<file path="src/rtl/alu_seq_pkg.sv">
// Shared state encoding, opcodes and opcode classifiers for alu_op_sequencer.
// ALU_SEQ_HI_WB_EN (in the top) enables the Z-high writeback step.
package alu_seq_pkg;
  localparam int OPC_W = 5;

  typedef enum logic [3:0] {
    IDLE,
    LD_A_MDR,
    LD_A_Y,
    LD_B_MDR,
    LD_B_REG,
    EXEC,
    ZLO_WB,
    ZHI_WB,
    DONE
  } state_t;

  localparam logic [OPC_W-1:0] OP_NEG = 5'b01001;
  localparam logic [OPC_W-1:0] OP_NOT = 5'b01010;
  localparam logic [OPC_W-1:0] OP_MUL = 5'b01111;
  localparam logic [OPC_W-1:0] OP_DIV = 5'b10000;

  function automatic logic is_unary(
    input logic [OPC_W-1:0] op
  );
    return (op == OP_NEG) || (op == OP_NOT);
  endfunction

  function automatic logic is_wide(
    input logic [OPC_W-1:0] op
  );
    return (op == OP_MUL) || (op == OP_DIV);
  endfunction
endpackage

</file>
<file path="src/rtl/reg_onehot_dec.sv">
// Register index to one-hot enable decoder.
// Indices >= NREG decode to all-zero.
module reg_onehot_dec #(
  parameter int NREG  = 16,
  parameter int IDX_W = $clog2(NREG)
) (
  input  logic [IDX_W-1:0] idx,
  input  logic             en,
  output logic [NREG-1:0]  oh
);
  always_comb begin
    oh = '0;
    for (int i = 0; i < NREG; i++) begin
      if (en && (idx == IDX_W'(i))) oh[i] = 1'b1;
    end
  end
endmodule

</file>
<file path="src/rtl/alu_op_sequencer.sv">
// Control-step sequencer driving data_path strobes for one ALU op.
// Define ALU_SEQ_HI_WB_EN to write Z high back for wide ops.
module alu_op_sequencer
  import alu_seq_pkg::*;
#(
  parameter  int DATA_W = 32,
  parameter  int NREG   = 16,
  parameter  int OP_W   = 5,
  localparam int IDX_W  = $clog2(NREG)
) (
  input  logic              Clock,
  input  logic              clear,
  input  logic              start,
  input  logic [OP_W-1:0]   op_in,
  input  logic [DATA_W-1:0] opa_in,
  input  logic [DATA_W-1:0] opb_in,
  input  logic [IDX_W-1:0]  src_idx,
  input  logic [IDX_W-1:0]  dlo_idx,
  input  logic [IDX_W-1:0]  dhi_idx,
  output logic              busy,
  output logic              done,
  output logic [DATA_W-1:0] Mdatain,
  output logic              Read,
  output logic              MDRin,
  output logic              MDRout,
  output logic              Yin,
  output logic              Zhighin,
  output logic              Zlowin,
  output logic              Zhighout,
  output logic              Zlowout,
  output logic [OP_W-1:0]   op,
  output logic [NREG-1:0]   Rin,
  output logic [NREG-1:0]   Rout
);
  state_t state, nxt;

  logic [OP_W-1:0]   op_q;
  logic [DATA_W-1:0] opb_q;
  logic [DATA_W-1:0] mdata_q, mdata_nx;
  logic [IDX_W-1:0]  src_q, dlo_q, dhi_q;
  logic [IDX_W-1:0]  rin_idx;
  logic              rin_en;
  logic              take;

  assign take = (state == IDLE) && start;

  // Mdatain is registered so it lands together with the MDR load state
  always_comb begin
    nxt      = state;
    mdata_nx = mdata_q;
    unique case (state)
      IDLE: begin
        if (start) begin
          if (is_unary(OPC_W'(op_in))) begin
            nxt      = LD_B_MDR;
            mdata_nx = opb_in;
          end else begin
            nxt      = LD_A_MDR;
            mdata_nx = opa_in;
          end
        end
      end
      LD_A_MDR: nxt = LD_A_Y;
      LD_A_Y: begin
        nxt      = LD_B_MDR;
        mdata_nx = opb_q;
      end
      LD_B_MDR: nxt = LD_B_REG;
      LD_B_REG: nxt = EXEC;
      EXEC:     nxt = ZLO_WB;
      ZLO_WB: begin
        nxt = DONE;
`ifdef ALU_SEQ_HI_WB_EN
        if (is_wide(OPC_W'(op_q))) nxt = ZHI_WB;
`endif
      end
      ZHI_WB:   nxt = DONE;
      DONE:     nxt = IDLE;
      default:  nxt = IDLE;
    endcase
  end

  always_ff @(posedge Clock) begin
    if (!clear) begin
      state   <= IDLE;
      mdata_q <= '0;
      op_q    <= '0;
      opb_q   <= '0;
      src_q   <= '0;
      dlo_q   <= '0;
      dhi_q   <= '0;
    end else begin
      state   <= nxt;
      mdata_q <= mdata_nx;
      if (take) begin
        op_q  <= op_in;
        opb_q <= opb_in;
        src_q <= src_idx;
        dlo_q <= dlo_idx;
        dhi_q <= dhi_idx;
      end
    end
  end

  assign busy    = (state != IDLE);
  assign done    = (state == DONE);
  assign Mdatain = mdata_q;
  assign op      = busy ? op_q : '0;
  assign Read    = (state == LD_A_MDR) || (state == LD_B_MDR);
  assign MDRin   = Read;
  assign MDRout  = (state == LD_A_Y) || (state == LD_B_REG);
  assign Yin     = (state == LD_A_Y);
  assign Zhighin = (state == EXEC);
  assign Zlowin  = (state == EXEC);
  assign Zlowout = (state == ZLO_WB);
`ifdef ALU_SEQ_HI_WB_EN
  assign Zhighout = (state == ZHI_WB);
`else
  assign Zhighout = 1'b0;
`endif

  always_comb begin
    rin_en  = 1'b0;
    rin_idx = '0;
    unique case (1'b1)
      (state == LD_B_REG): begin
        rin_en  = 1'b1;
        rin_idx = src_q;
      end
      (state == ZLO_WB): begin
        rin_en  = 1'b1;
        rin_idx = dlo_q;
      end
      (state == ZHI_WB): begin
        rin_en  = 1'b1;
        rin_idx = dhi_q;
      end
      default: ;
    endcase
  end

  reg_onehot_dec #(.NREG(NREG), .IDX_W(IDX_W)) u_rin (
    .idx (rin_idx),
    .en  (rin_en),
    .oh  (Rin)
  );

  reg_onehot_dec #(.NREG(NREG), .IDX_W(IDX_W)) u_rout (
    .idx (src_q),
    .en  (state == EXEC),
    .oh  (Rout)
  );
endmodule

</file>
<file path="config.mk">
export PLATFORM = sky130hd
export DESIGN_NAME = alu_op_sequencer
export DESIGN_NICKNAME = d
export VERILOG_FILES = /design/src/rtl/alu_seq_pkg.sv /design/src/rtl/reg_onehot_dec.sv /design/src/rtl/alu_op_sequencer.sv
export SDC_FILE = /design/constraint.sdc
export NUM_CORES = 1
export LEC_CHECK = 0
export ABC_AREA = 1
export BUFFER_PORTS_ARGS = -buffer_cell sky130_fd_sc_hd__buf_4
export CORE_MARGIN = 2
export CORE_UTILIZATION = 54
export CTS_CLUSTER_DIAMETER = 60
export CTS_CLUSTER_SIZE = 8
export DETAILED_ROUTE_END_ITERATION = 7
export PLACE_DENSITY = 0.95
export SYNTH_ARGS = -nofsm -noshare
export SYNTH_HDL_FRONTEND = slang
export SYNTH_SLANG_ARGS = --single-unit
export TNS_END_PERCENT = 100
</file>
<file path="constraint.sdc">
create_clock -name Clock -period 2.7 [get_ports Clock]
set_input_delay 0.405 -clock Clock [delete_from_list [all_inputs] [get_ports Clock]]
set_output_delay 0.405 -clock Clock [all_outputs]
set_load 0.01 [all_outputs]
</file>
==> results of run 1 <==
-- cells in the final DEF (no fill, tap or decap), drive strengths merged --
master and instances:
nor3 3, a21oi 67, a31oi 1, conb 1
buf 168, dfxtp 85, nand3b 15, o21ai 61
o211ai 2, clkbuf 12, inv 128, clkinvlp 2
nand2 110, nor2 53, bufinv 1, nand3 106
-- area by class of cell --
class                      instances  area [um2]  area share (%)
tap                              102         128            2.21
clock buffer                      12         165            2.85
multi-input combinational        419        1990            34.3
clock inverter                     4        53.8           0.930
inverter                         127         477            8.24
sequential                        85        1700            29.4
timing repair buffer             168        1270            22.0
-- worst max path at each step --
stage / from / endpoint / slack [ps] / cells after the start
finish: state[1] / Yin / 420 / 5
global route: state[3] / Rin[6] / 280 / 10
CTS: state[1] / Yin / 420 / 5
detailed placement: op_in[0] / Mdatain[18] / 780 / 10
global placement: state[1] / Yin / 830 / 5
floorplan: state[3] / Rin[1] / 1080 / 9
-- through the flow --
step | hold WS [ps] | area, um2 | power [mW] | cells
floorplan | 425 | 4410 | 2.12 | 675
global placement | 436 | 5570 | 2.41 | 901
detailed placement | 444 | 5570 | 2.45 | 901
CTS | 307 | 5790 | 3.41 | 917
global route | 312 | 5790 | 3.58 | 917
finish | 317 | 5790 | 3.40 | 917
-- where the power goes --
part | internal, mW | switching, mW | total (mW) | leakage [nW]
logic | 0.371 | 0.548 | 0.919 | 2.15
clock network | 0.507 | 0.459 | 0.966 | 0.105
registers | 1.43 | 0.0906 | 1.52 | 0.701
-- logic make-up after synthesis --
kind of cell | synth area share (%)
AO/OA/AOI/OAI | 15.1
buffers and inverters | 16.4
flip-flops | 38.6
other | 0.0850
AND/OR/NAND/NOR | 29.9
-- worst max-delay path, stage by stage (launching register included) --
cell and delay [ps]:
sky130_fd_sc_hd__dfxtp_1 410, sky130_fd_sc_hd__inv_2 70, sky130_fd_sc_hd__nor2_2 130, sky130_fd_sc_hd__nand2_2 290, sky130_fd_sc_hd__inv_2 430, sky130_fd_sc_hd__buf_4 200
-- sequential cells by signal, indices dropped and copies added (netlist names) --
signal	flops
src_q	4
dlo_q	4
op_q	5
opb_q	32
dhi_q	4
state	4
Mdatain	32
-- routing by layer --
metal,vias to the layer above,GRT usage (%),wire length [um]
met4,0,9.90,161
met2,208,51.3,6440
li1,2392,-,-
met1,2268,35.0,5170
met5,-,0,0
met3,20,3.43,814
==> implementation parameters, run 1 <==
Parameter                              Value

Clock network
  Post-CTS Hold Buffers    0
  Number of gates resized after CTS    0
  Post CTS Setup Buffer Count    0
  TritonCTS clock tree    built
  Clock latency on the worst-skew pair    between 300 and 400 ps
  H-tree level count    3
  Root buffer selected by CTS    sky130_fd_sc_hd__clkbuf_8
  Count of clock tree sinks    85
  CTS buffer count    9
  Clk pin slew, worst setup/hold paths    around 90 ps
  Largest buffer count on any clock path    2

Global route
  Global route total overflow    0
  Global-route usage over all layers    ~28%
  First-pass GRT wire length    about 20 mm
  Initial antenna violation count    0
  Via count of the first global-routing pass    4663
  Maximum number of pins on one net before global-route repair    65

Synth
  Biggest area contributors in the synthesized netlist    sky130_fd_sc_hd__dfxtp_1 (39%), sky130_fd_sc_hd__nand3_1 (12%), sky130_fd_sc_hd__inv_1 (10%), sky130_fd_sc_hd__nand2_1 (8.8%), sky130_fd_sc_hd__a21oi_1 (7.6%)
  Avg Cell Area, Syn    roughly 6.5 um2
  Cell count after synthesis    approximately 680
  Syn Nets    ~760
  Post-synthesis cell area    between 4000 and 5000 um2
  Library cell with the largest summed area after synthesis    sky130_fd_sc_hd__dfxtp_1
  Sequential-to-total area share from yosys stat    about two fifths
  Post-synthesis register bit count    85
  Share of flip-flops with an asynchronous set or reset    0%
  Most frequent cells after synthesis    sky130_fd_sc_hd__inv_1 (120), sky130_fd_sc_hd__nand3_1 (105), sky130_fd_sc_hd__nand2_1 (103)
  Number of distinct library cells after synthesis    25
  Fraction of post-synthesis cell area in the top cell type by area    38.6%
  Yosys warnings    0
  Cell with the most instances after synthesis    sky130_fd_sc_hd__inv_1
  Top flip-flop cell by instance count after synthesis    sky130_fd_sc_hd__dfxtp_1
  Post-synth EDFFs    0

Min path
  Hold wc startpoint    dhi_idx[3]
  Hold WC Path Type    input port to flip-flop
  WHS Path Cells    3
  End point of the most critical hold path    dhi_q[3]

Route
  Initial DRC count    roughly 240
  Post-route ant nets    0
  Final routed DRC violation total    0
  Final routed wirelength across all metal layers    between 10 and 15 mm
  Number of vias per cell after detailed routing    5.33
  Via count    slightly below 5k
  Average detailed-routed wire length per instance    roughly 14 um
  Detailed-router iteration count before antenna repair    5

STA
  Crit share post-route    84.5%
  TNS Setup    0 ps
  Final setup violation count    0
  Slew headroom    51.2%
  Max Transition Viols Final    0
  Slew @ Worst Pin    about 730 ps
  Worst Slack Setup Final    approximately 420 ps
  Final Hold Vio Count    0
  Period minus WS final    2280 ps
  Clock tree skew after final layout    around 14 ps
  Max Clk Rate    438 MHz
  RSZ-0062 raised after global routing    no

Power and ir drop
  P_leak    roughly 3.0 nW
  Worst supply voltage drop on vdd    0.413 mV
  Power per cell area    ~600 nW/um2

Placement
  Placer Congestion    between 0.8 and 0.9
  Setup slack after placement    779 ps
  Hpwl dp    just under 9 mm
  Number of I/O port buffers    161

Worst setup path
  Crit. End Element    primary output
  Critical setup path kind    flip-flop to primary output
  Register-to-register setup slack    approximately 840 ps
  Reg-to-reg critical path endpoint    Mdatain[0]
  CP Launch Type    flip-flop
  Crit path arrival time    around 1900 ps
  Largest fanout on the critical path    24
  Start of the worst register-to-register path    state[2]
  Required time worst endpoint    roughly 2300 ps
  Reg2reg path depth    7

Final layout
  Post-layout utilization of the core    74.1%
  Growth of design area from synthesis to finish    31.1%
  Antenna Diode Count    0
  Share of post-route cells with drive strength above 1    about a quarter
  Fillcell total    between 600 and 700
  Layout Nets    between 800 and 900

Die
  Initial core utilization    between 50% and 60%
  Total Die Area    about 9000 um2
  X dimension of the die    94.4 um
  I/O Pins    between 150 and 200
  Core area    around 7800 um2
  Total number of placement rows    32
  Vert. Die Dim    94.4 um

Status
  Run status    completed

Job
  Max Cap Viol    0
No activity file was read; power rests on OpenSTA's default activity.
==> run 2, diff against run 1 <==
CORE_UTILIZATION = 45   (was 54)
PLACE_DENSITY = 0.86   (was 0.95)
clock period = 2.05 ns   (was 2.7 ns; I/O delays follow)
==> run 2 against run 1 <==
  * Sequential share of layout area down 0.61 points
  * Largest cell class unchanged
  * Register-to-register slack worse by 490 ps
  * Clock power up 39%
  * Combinational power up 33%
  * Count of clock-buffer cells in the layout down 1
==> implementation parameters, run 2 (synthesis results as in run 1) <==
Parameter                              Value

Status
  Run status    completed (unchanged)

STA
  Clock tree skew after final layout    14.2 ps (was 13.6 ps)
  Slew headroom    50.3% (was 51.2%)
  RSZ-0062 raised after global routing    yes (was no)
  Period minus WS final    roughly 2000 ps
  Crit share post-route    ~96%
  Worst Slack Setup Final    77.3 ps (was 418 ps)
  Final Hold Vio Count    0 (unchanged)
  Slew @ Worst Pin    745 ps (was 731 ps)
  Final setup violation count    0 (unchanged)
  Max Clk Rate    approximately 510 MHz
  Max Transition Viols Final    0 (unchanged)

Placement
  Placer Congestion    0.933 (was 0.892)
  Number of I/O port buffers    161 (unchanged)
  Setup slack after placement    330 ps (was 779 ps)
  Hpwl dp    8.17 mm (was 8.81 mm)
  Area after DPL    5640 um2 (was 5570 um2)

Power and ir drop
  Internal power contribution    3.14 mW (was 2.31 mW)
  Power per cell area    767 nW/um2 (was 588 nW/um2)
  Share of total power in sequential cells    43.8% (was 44.6%)
  Switching power    1.42 mW (was 1.10 mW)
  Worst supply voltage drop on vdd    0.350 mV (was 0.413 mV)
  Gate power share    26.7% (was 27.0%)
  Switching power share of the total    31.2% (was 32.2%)
  Clock power frac    29.4% (was 28.4%)
  P_leak    3.00 nW (was 2.95 nW)
  Total power consumption of the routed design    4.57 mW (was 3.40 mW)

Clock network
  Largest buffer count on any clock path    2 (unchanged)
  Root buffer selected by CTS    sky130_fd_sc_hd__clkbuf_8 (unchanged)
  CTS buffer count    9 (unchanged)
  Clock latency on the worst-skew pair    340 ps (about the same)
  Clk pin slew, worst setup/hold paths    90 ps (about the same)
  Post-CTS Hold Buffers    0 (unchanged)
  TritonCTS clock tree    built (unchanged)
  H-tree level count    3 (unchanged)
  Count of clock tree sinks    85 (unchanged)

Global route
  First-pass GRT wire length    18.6 mm (was 20.5 mm)
  Global-route usage over all layers    21.7% (was 28.4%)
  Maximum number of pins on one net before global-route repair    67 (was 65)
  Global route total overflow    0 (unchanged)
  Via count of the first global-routing pass    4293 (was 4663)
  Initial antenna violation count    0 (unchanged)

Die
  Core area    9640 um2 (was 7810 um2)
  Initial core utilization    45.8% (was 56.5%)
  I/O Pins    163 (unchanged)
  Total Die Area    10600 um2 (was 8910 um2)
  Vert. Die Dim    103 um (was 94.4 um)
  X dimension of the die    103 um (was 94.4 um)
  Total number of placement rows    36 (was 32)

Worst setup path
  Crit-path cells    buf_4 > nor2_4 > nand2_2 > inv_2 > buf_4 (was inv_2 > nor2_2 > nand2_2 > inv_2 > buf_4)
  CP Launch Type    flip-flop (unchanged)
  Register-to-register setup slack    350 ps (was 840 ps)
  Launching instance or port of the critical path    state[2] (was state[1])
  Crit. End Element    primary output (unchanged)
  Critical setup path kind    flip-flop to primary output (unchanged)
  Library cell contributing the largest single delay on the critical path    sky130_fd_sc_hd__dfxtp_4 (was sky130_fd_sc_hd__inv_2)
  Reg2reg path depth    9 (was 7)
  Setup crit end    Yin (unchanged)
  Start of the worst register-to-register path    state[2] (unchanged)
  Required time worst endpoint    1740 ps (was 2300 ps)
  Largest fanout on the critical path    19 (was 24)
  Reg-to-reg critical path endpoint    Mdatain[31] (was Mdatain[0])
  Cell seen most often among critical-path stages    sky130_fd_sc_hd__buf_4 (was sky130_fd_sc_hd__inv_2)
  Highest cell delay on the worst timing path    360 ps (was 430 ps)
  Crit path arrival time    1670 ps (was 1880 ps)

Final layout
  Final non-filler cell area    5950 um2 (was 5790 um2)
  Fillcell total    899 (was 622)
  Commonest cells after routing, fill and taps aside    sky130_fd_sc_hd__buf_4 (171), sky130_fd_sc_hd__inv_1 (118), sky130_fd_sc_hd__nand3_1 (105) (was sky130_fd_sc_hd__buf_4 (167), sky130_fd_sc_hd__inv_1 (120), sky130_fd_sc_hd__nand3_1 (105))
  Layout Nets    898 (was 894)
  Share of post-route cells with drive strength above 1    27.7% (was 25.5%)
  Most common cell after layout, fill and taps aside    sky130_fd_sc_hd__buf_4 (unchanged)
  Antenna Diode Count    0 (unchanged)
  Growth of design area from synthesis to finish    34.8% (was 31.1%)

Route
  Final routed wirelength across all metal layers    11.7 mm (was 12.6 mm)
  Number of vias per cell after detailed routing    4.93 (was 5.33)
  Detailed-router iteration count before antenna repair    4 (was 5)
  Average detailed-routed wire length per instance    12.3 um (was 13.7 um)
  Final routed DRC violation total    0 (unchanged)
  Post-route ant nets    0 (unchanged)
  Initial DRC count    103 (was 238)
  Via count    4694 (was 4888)

Min path
  Hold WC Path Type    input port to flip-flop (unchanged)

Job
  Max Cap Viol    0 (unchanged)
[run 2: changes by cell type in the layout (fill, tap and decap cells not counted), sizes merged]
cell and delta:
clkinv +3, bufinv +1, clkinvlp -2, inv -1
buf +4, clkbuf -1
[run 2: critical path: cells and delay by family (launching register included)]
family	cells	cell delay, ps
buf+inv	3	680
simple gates	2	290
flops	1	360
[run 2: through the flow]
stage / setup TNS, ps / std cells / util, % / hold slack, ps
after floorplan: 0 / 675 / - / 425
after global placement: 0 / 935 / 58.5 / 435
after detailed placement: 0 / 935 / 58.5 / 439
after CTS: 0 / 951 / 61.0 / 191
after global routing: -235 / 952 / 61.7 / 212
final: 0 / 952 / 61.7 / 214
[run 2: layout make-up]
type | instances | area [um2] | share of cell area (%)
multi-input cells | 419 | 2050 | 34.5
inverters | 127 | 479 | 8.05
well taps | 133 | 166 | 2.80
clock buffers | 11 | 151 | 2.54
repair buffers | 172 | 1300 | 21.9
flip-flops and latches | 85 | 1710 | 28.8
clock inverters | 5 | 82.6 | 1.39
[run 2: power groups by stage]
stage,combinational [mW],clock (mW),sequential [mW]
final,1.22,1.34,2.00
after global routing,1.38,1.43,2.02
after CTS,1.21,1.37,1.99
after detailed placement,1.20,0,2.03
after global placement,1.19,0,2.02
after floorplan,0.749,0,2.04
[run 2: per-layer routing]
| layer | GRT usage, % | vias to the layer above | routed length [um] |
|---|---|---|---|
| met3 | 3.80 | 13 | 887 |
| met5 | 0 | - | 0 |
| met4 | 7.69 | 0 | 115 |
| met2 | 38.5 | 186 | 5650 |
| li1 | - | 2405 | - |
| met1 | 26.4 | 2090 | 5070 |
[run 2: how the worst min path moves through the flow]
stage	from	to	slack (ps)	cells after the start
2_1_floorplan	opb_q[0]	opb_q[0]	420	2
3_3_place_gp	opb_q[9]	opb_q[9]	440	2
3_5_place_dp	opb_q[12]	opb_q[12]	440	2
4_1_cts	opb_in[13]	opb_q[13]	190	3
5_1_grt	dhi_idx[3]	dhi_q[3]	210	3
6_report	opb_in[8]	opb_q[8]	210	3
[run 2: timing repair]
| item | CTS | global route |
|---|---|---|
| setup endpoints to repair | 16 | 32 |
| buffers inserted | 0 | 1 |
| resized for setup | 4 | 22 |
| pin swaps | 0 | 7 |
==> run 3, diff against run 2 <==
CORE_ASPECT_RATIO = 2   (was not set)
HOLD_SLACK_MARGIN = 0.03   (was not set)
MAX_ROUTING_LAYER = met4   (was not set)
==> run 3 against run 2 <==
  * Die area rose by 0.45%
  * Sequential power barely moved
  * Final area rose by 1.2%
  * Largest power group unchanged
  * Clock power rose by 28%
  * Critical endpoint is now Rout[14]
  * Highest routed layer unchanged
  * Hold slack improved by 20 ps
  * Critical path depth rose by 2
  * Combinational power barely moved
==> implementation parameters, run 3 (synthesis results as in run 1) <==
Parameter                              Value

Status
  Run status    completed (unchanged)

Placement
  Hpwl dp    8.90 mm (was 8.17 mm)
  Placer Congestion    0.895 (was 0.933)
  Number of I/O port buffers    161 (unchanged)
  Setup slack after placement    356 ps (was 330 ps)

Die
  Vert. Die Dim    144 um (was 103 um)
  Core area    9640 um2 (about the same)
  Total number of placement rows    51 (was 36)
  I/O Pins    163 (unchanged)
  X dimension of the die    74.0 um (was 103 um)
  Total Die Area    10700 um2 (was 10600 um2)
  Initial core utilization    45.8% (about the same)

Clock network
  TritonCTS clock tree    built (unchanged)
  Clock latency on the worst-skew pair    330 ps (was 340 ps)
  Largest buffer count on any clock path    2 (unchanged)
  H-tree level count    3 (unchanged)
  Clk pin slew, worst setup/hold paths    60 ps (was 90 ps)
  Count of clock tree sinks    85 (unchanged)
  CTS buffer count    9 (unchanged)
  Root buffer selected by CTS    sky130_fd_sc_hd__clkbuf_16 (was sky130_fd_sc_hd__clkbuf_8)

Route
  Detailed-router iteration count before antenna repair    4 (unchanged)
  Final routed wirelength across all metal layers    12.5 mm (was 11.7 mm)
  Via count    4768 (was 4694)
  Final routed DRC violation total    0 (unchanged)
  Average detailed-routed wire length per instance    13.1 um (was 12.3 um)
  Initial DRC count    185 (was 103)
  Post-route ant nets    0 (unchanged)
  Number of vias per cell after detailed routing    5.02 (was 4.93)

STA
  Slew headroom    51.9% (was 50.3%)
  Max Clk Rate    503 MHz (was 507 MHz)
  Period minus WS final    1990 ps (was 1970 ps)
  Worst hold slack across all endpoints    234 ps (was 214 ps)
  Worst Slack Setup Final    62.0 ps (was 77.3 ps)
  Final Hold Vio Count    0 (unchanged)
  Max Transition Viols Final    0 (unchanged)
  Final setup violation count    0 (unchanged)
  Crit share post-route    97.0% (was 96.2%)
  Clock tree skew after final layout    6.82 ps (was 14.2 ps)
  Slew @ Worst Pin    721 ps (was 745 ps)
  RSZ-0062 raised after global routing    yes (unchanged)

Global route
  Maximum number of pins on one net before global-route repair    93 (was 67)
  Global-route usage over all layers    23.5% (was 21.7%)
  Via count of the first global-routing pass    4280 (was 4293)
  Global route total overflow    0 (unchanged)
  Initial antenna violation count    0 (unchanged)
  First-pass GRT wire length    19.1 mm (was 18.6 mm)

Worst setup path
  Highest cell delay on the worst timing path    370 ps (was 360 ps)
  Library cell contributing the largest single delay on the critical path    sky130_fd_sc_hd__dfxtp_2 (was sky130_fd_sc_hd__dfxtp_4)
  Start of the worst register-to-register path    state[2] (unchanged)
  Kind of cell adding the most delay to the critical path    simple AND/OR/NAND/NOR gates (was buffers and inverters)
  Reg-to-reg critical path endpoint    Mdatain[18] (was Mdatain[31])
  Required time worst endpoint    1740 ps (about the same)
  Crit path arrival time    1680 ps (was 1670 ps)
  Cell seen most often among critical-path stages    sky130_fd_sc_hd__nor2_1 (was sky130_fd_sc_hd__buf_4)
  Crit. End Element    primary output (unchanged)
  Launching instance or port of the critical path    state[0] (was state[2])
  Crit-path cells    inv_2 > nor2_1 > nand2_1 > inv_1 > nand3_1 > nor2_1 > buf_4 (was buf_4 > nor2_4 > nand2_2 > inv_2 > buf_4)
  Register-to-register setup slack    360 ps (was 350 ps)
  CP Launch Type    flip-flop (unchanged)
  Buffering stage count on the worst path with inverters included    3 (unchanged)
  Critical setup path kind    flip-flop to primary output (unchanged)
  Largest fanout on the critical path    6 (was 19)
  Reg2reg path depth    9 (unchanged)

Power and ir drop
  Worst supply voltage drop on vdd    0.515 mV (was 0.350 mV)
  Switching power    1.46 mW (was 1.42 mW)
  Clock power frac    34.6% (was 29.4%)
  Share of total power in sequential cells    40.5% (was 43.8%)
  Gate power share    24.9% (was 26.7%)
  Total power consumption of the routed design    4.95 mW (was 4.57 mW)
  Power per cell area    822 nW/um2 (was 767 nW/um2)
  Switching power share of the total    29.5% (was 31.2%)
  P_leak    3.03 nW (was 3.00 nW)
  Internal power contribution    3.49 mW (was 3.14 mW)

Final layout
  Share of post-route cells with drive strength above 1    26.9% (was 27.7%)
  Commonest cells after routing, fill and taps aside    sky130_fd_sc_hd__buf_4 (168), sky130_fd_sc_hd__inv_1 (118), sky130_fd_sc_hd__nand3_1 (104) (was sky130_fd_sc_hd__buf_4 (171), sky130_fd_sc_hd__inv_1 (118), sky130_fd_sc_hd__nand3_1 (105))
  Growth of design area from synthesis to finish    36.5% (was 34.8%)
  Antenna Diode Count    0 (unchanged)
  Fillcell total    912 (was 899)
  Most common cell after layout, fill and taps aside    sky130_fd_sc_hd__buf_4 (unchanged)
  Layout Nets    897 (was 898)

Job
  Max Cap Viol    0 (unchanged)

Min path
  Hold wc startpoint    opb_in[2] (was opb_in[8])
  WHS Path Cells    3 (unchanged)
  End point of the most critical hold path    opb_q[2] (was opb_q[8])
  Hold WC Path Type    input port to flip-flop (unchanged)
==> run 3: tightest hold or removal path: cells and delay by family <==
family                 cells  cell delay [ps]
AOI/OAI and AO/OA          1              100
buffers and inverters      2              110
==> run 3: area by class of cell <==
cell class | instances | area [um2] | area share [%]
multi-input cells | 419 | 2030 | 33.8
flip-flops and latches | 85 | 1710 | 28.4
inverters | 127 | 477 | 7.92
repair buffers | 171 | 1320 | 21.9
clock inverters | 4 | 72.6 | 1.21
well taps | 132 | 165 | 2.74
clock buffers | 11 | 243 | 4.03
==> run 3: timing repair <==
item / CTS / global route
pin swaps: 0 / 8
cloned: 0 / 0
resized for setup: 1 / 16
hold endpoints to repair: 0 / 0
buffers inserted: 0 / 1
endpoints found under the setup margin: 1 / 32
hold buffers: 0 / 0
==> run 3: power groups by stage <==
stage	Clock, mW	Combinational, mW	Sequential [mW]
floorplan	0	0.749	2.04
global placement	0	1.21	2.03
detailed placement	0	1.23	2.04
CTS	1.75	1.23	2.00
global route	1.82	1.38	2.02
finish	1.71	1.23	2.01
==> run 3: worst max-delay path by stage <==
| stage | endpoint | slack (ps) | cells after the start |
|---|---|---|---|
| finish | Rout[14] | 60 | 7 |
| global route | Rout[5] | -40 | 7 |
| CTS | Rin[13] | 7 | 9 |
| detailed placement | Rin[13] | 360 | 10 |
| global placement | Rin[14] | 400 | 10 |
| floorplan | Rin[1] | 530 | 9 |
==> run 3: metrics by stage <==
stage          utilization, %  cell area (um2)  setup TNS, ps  cells
6_report                 62.5             6020              0    949
3_5_place_dp             58.7             5650              0    933
5_1_grt                  62.5             6020           -193    949
3_3_place_gp             58.7             5650              0    933
4_1_cts                  62.0             5970              0    948
2_1_floorplan               -             4410              0    675
==> run 3: layer usage <==
metal / up-vias / GRT usage, % / part of all wire, %
met5: - / - / 0
met4: 0 / 12.2 / 3.6
met3: 32 / 2.79 / 5.1
met2: 161 / 42.2 / 55
met1: 2176 / 24.3 / 36
li1: 2399 / - / -
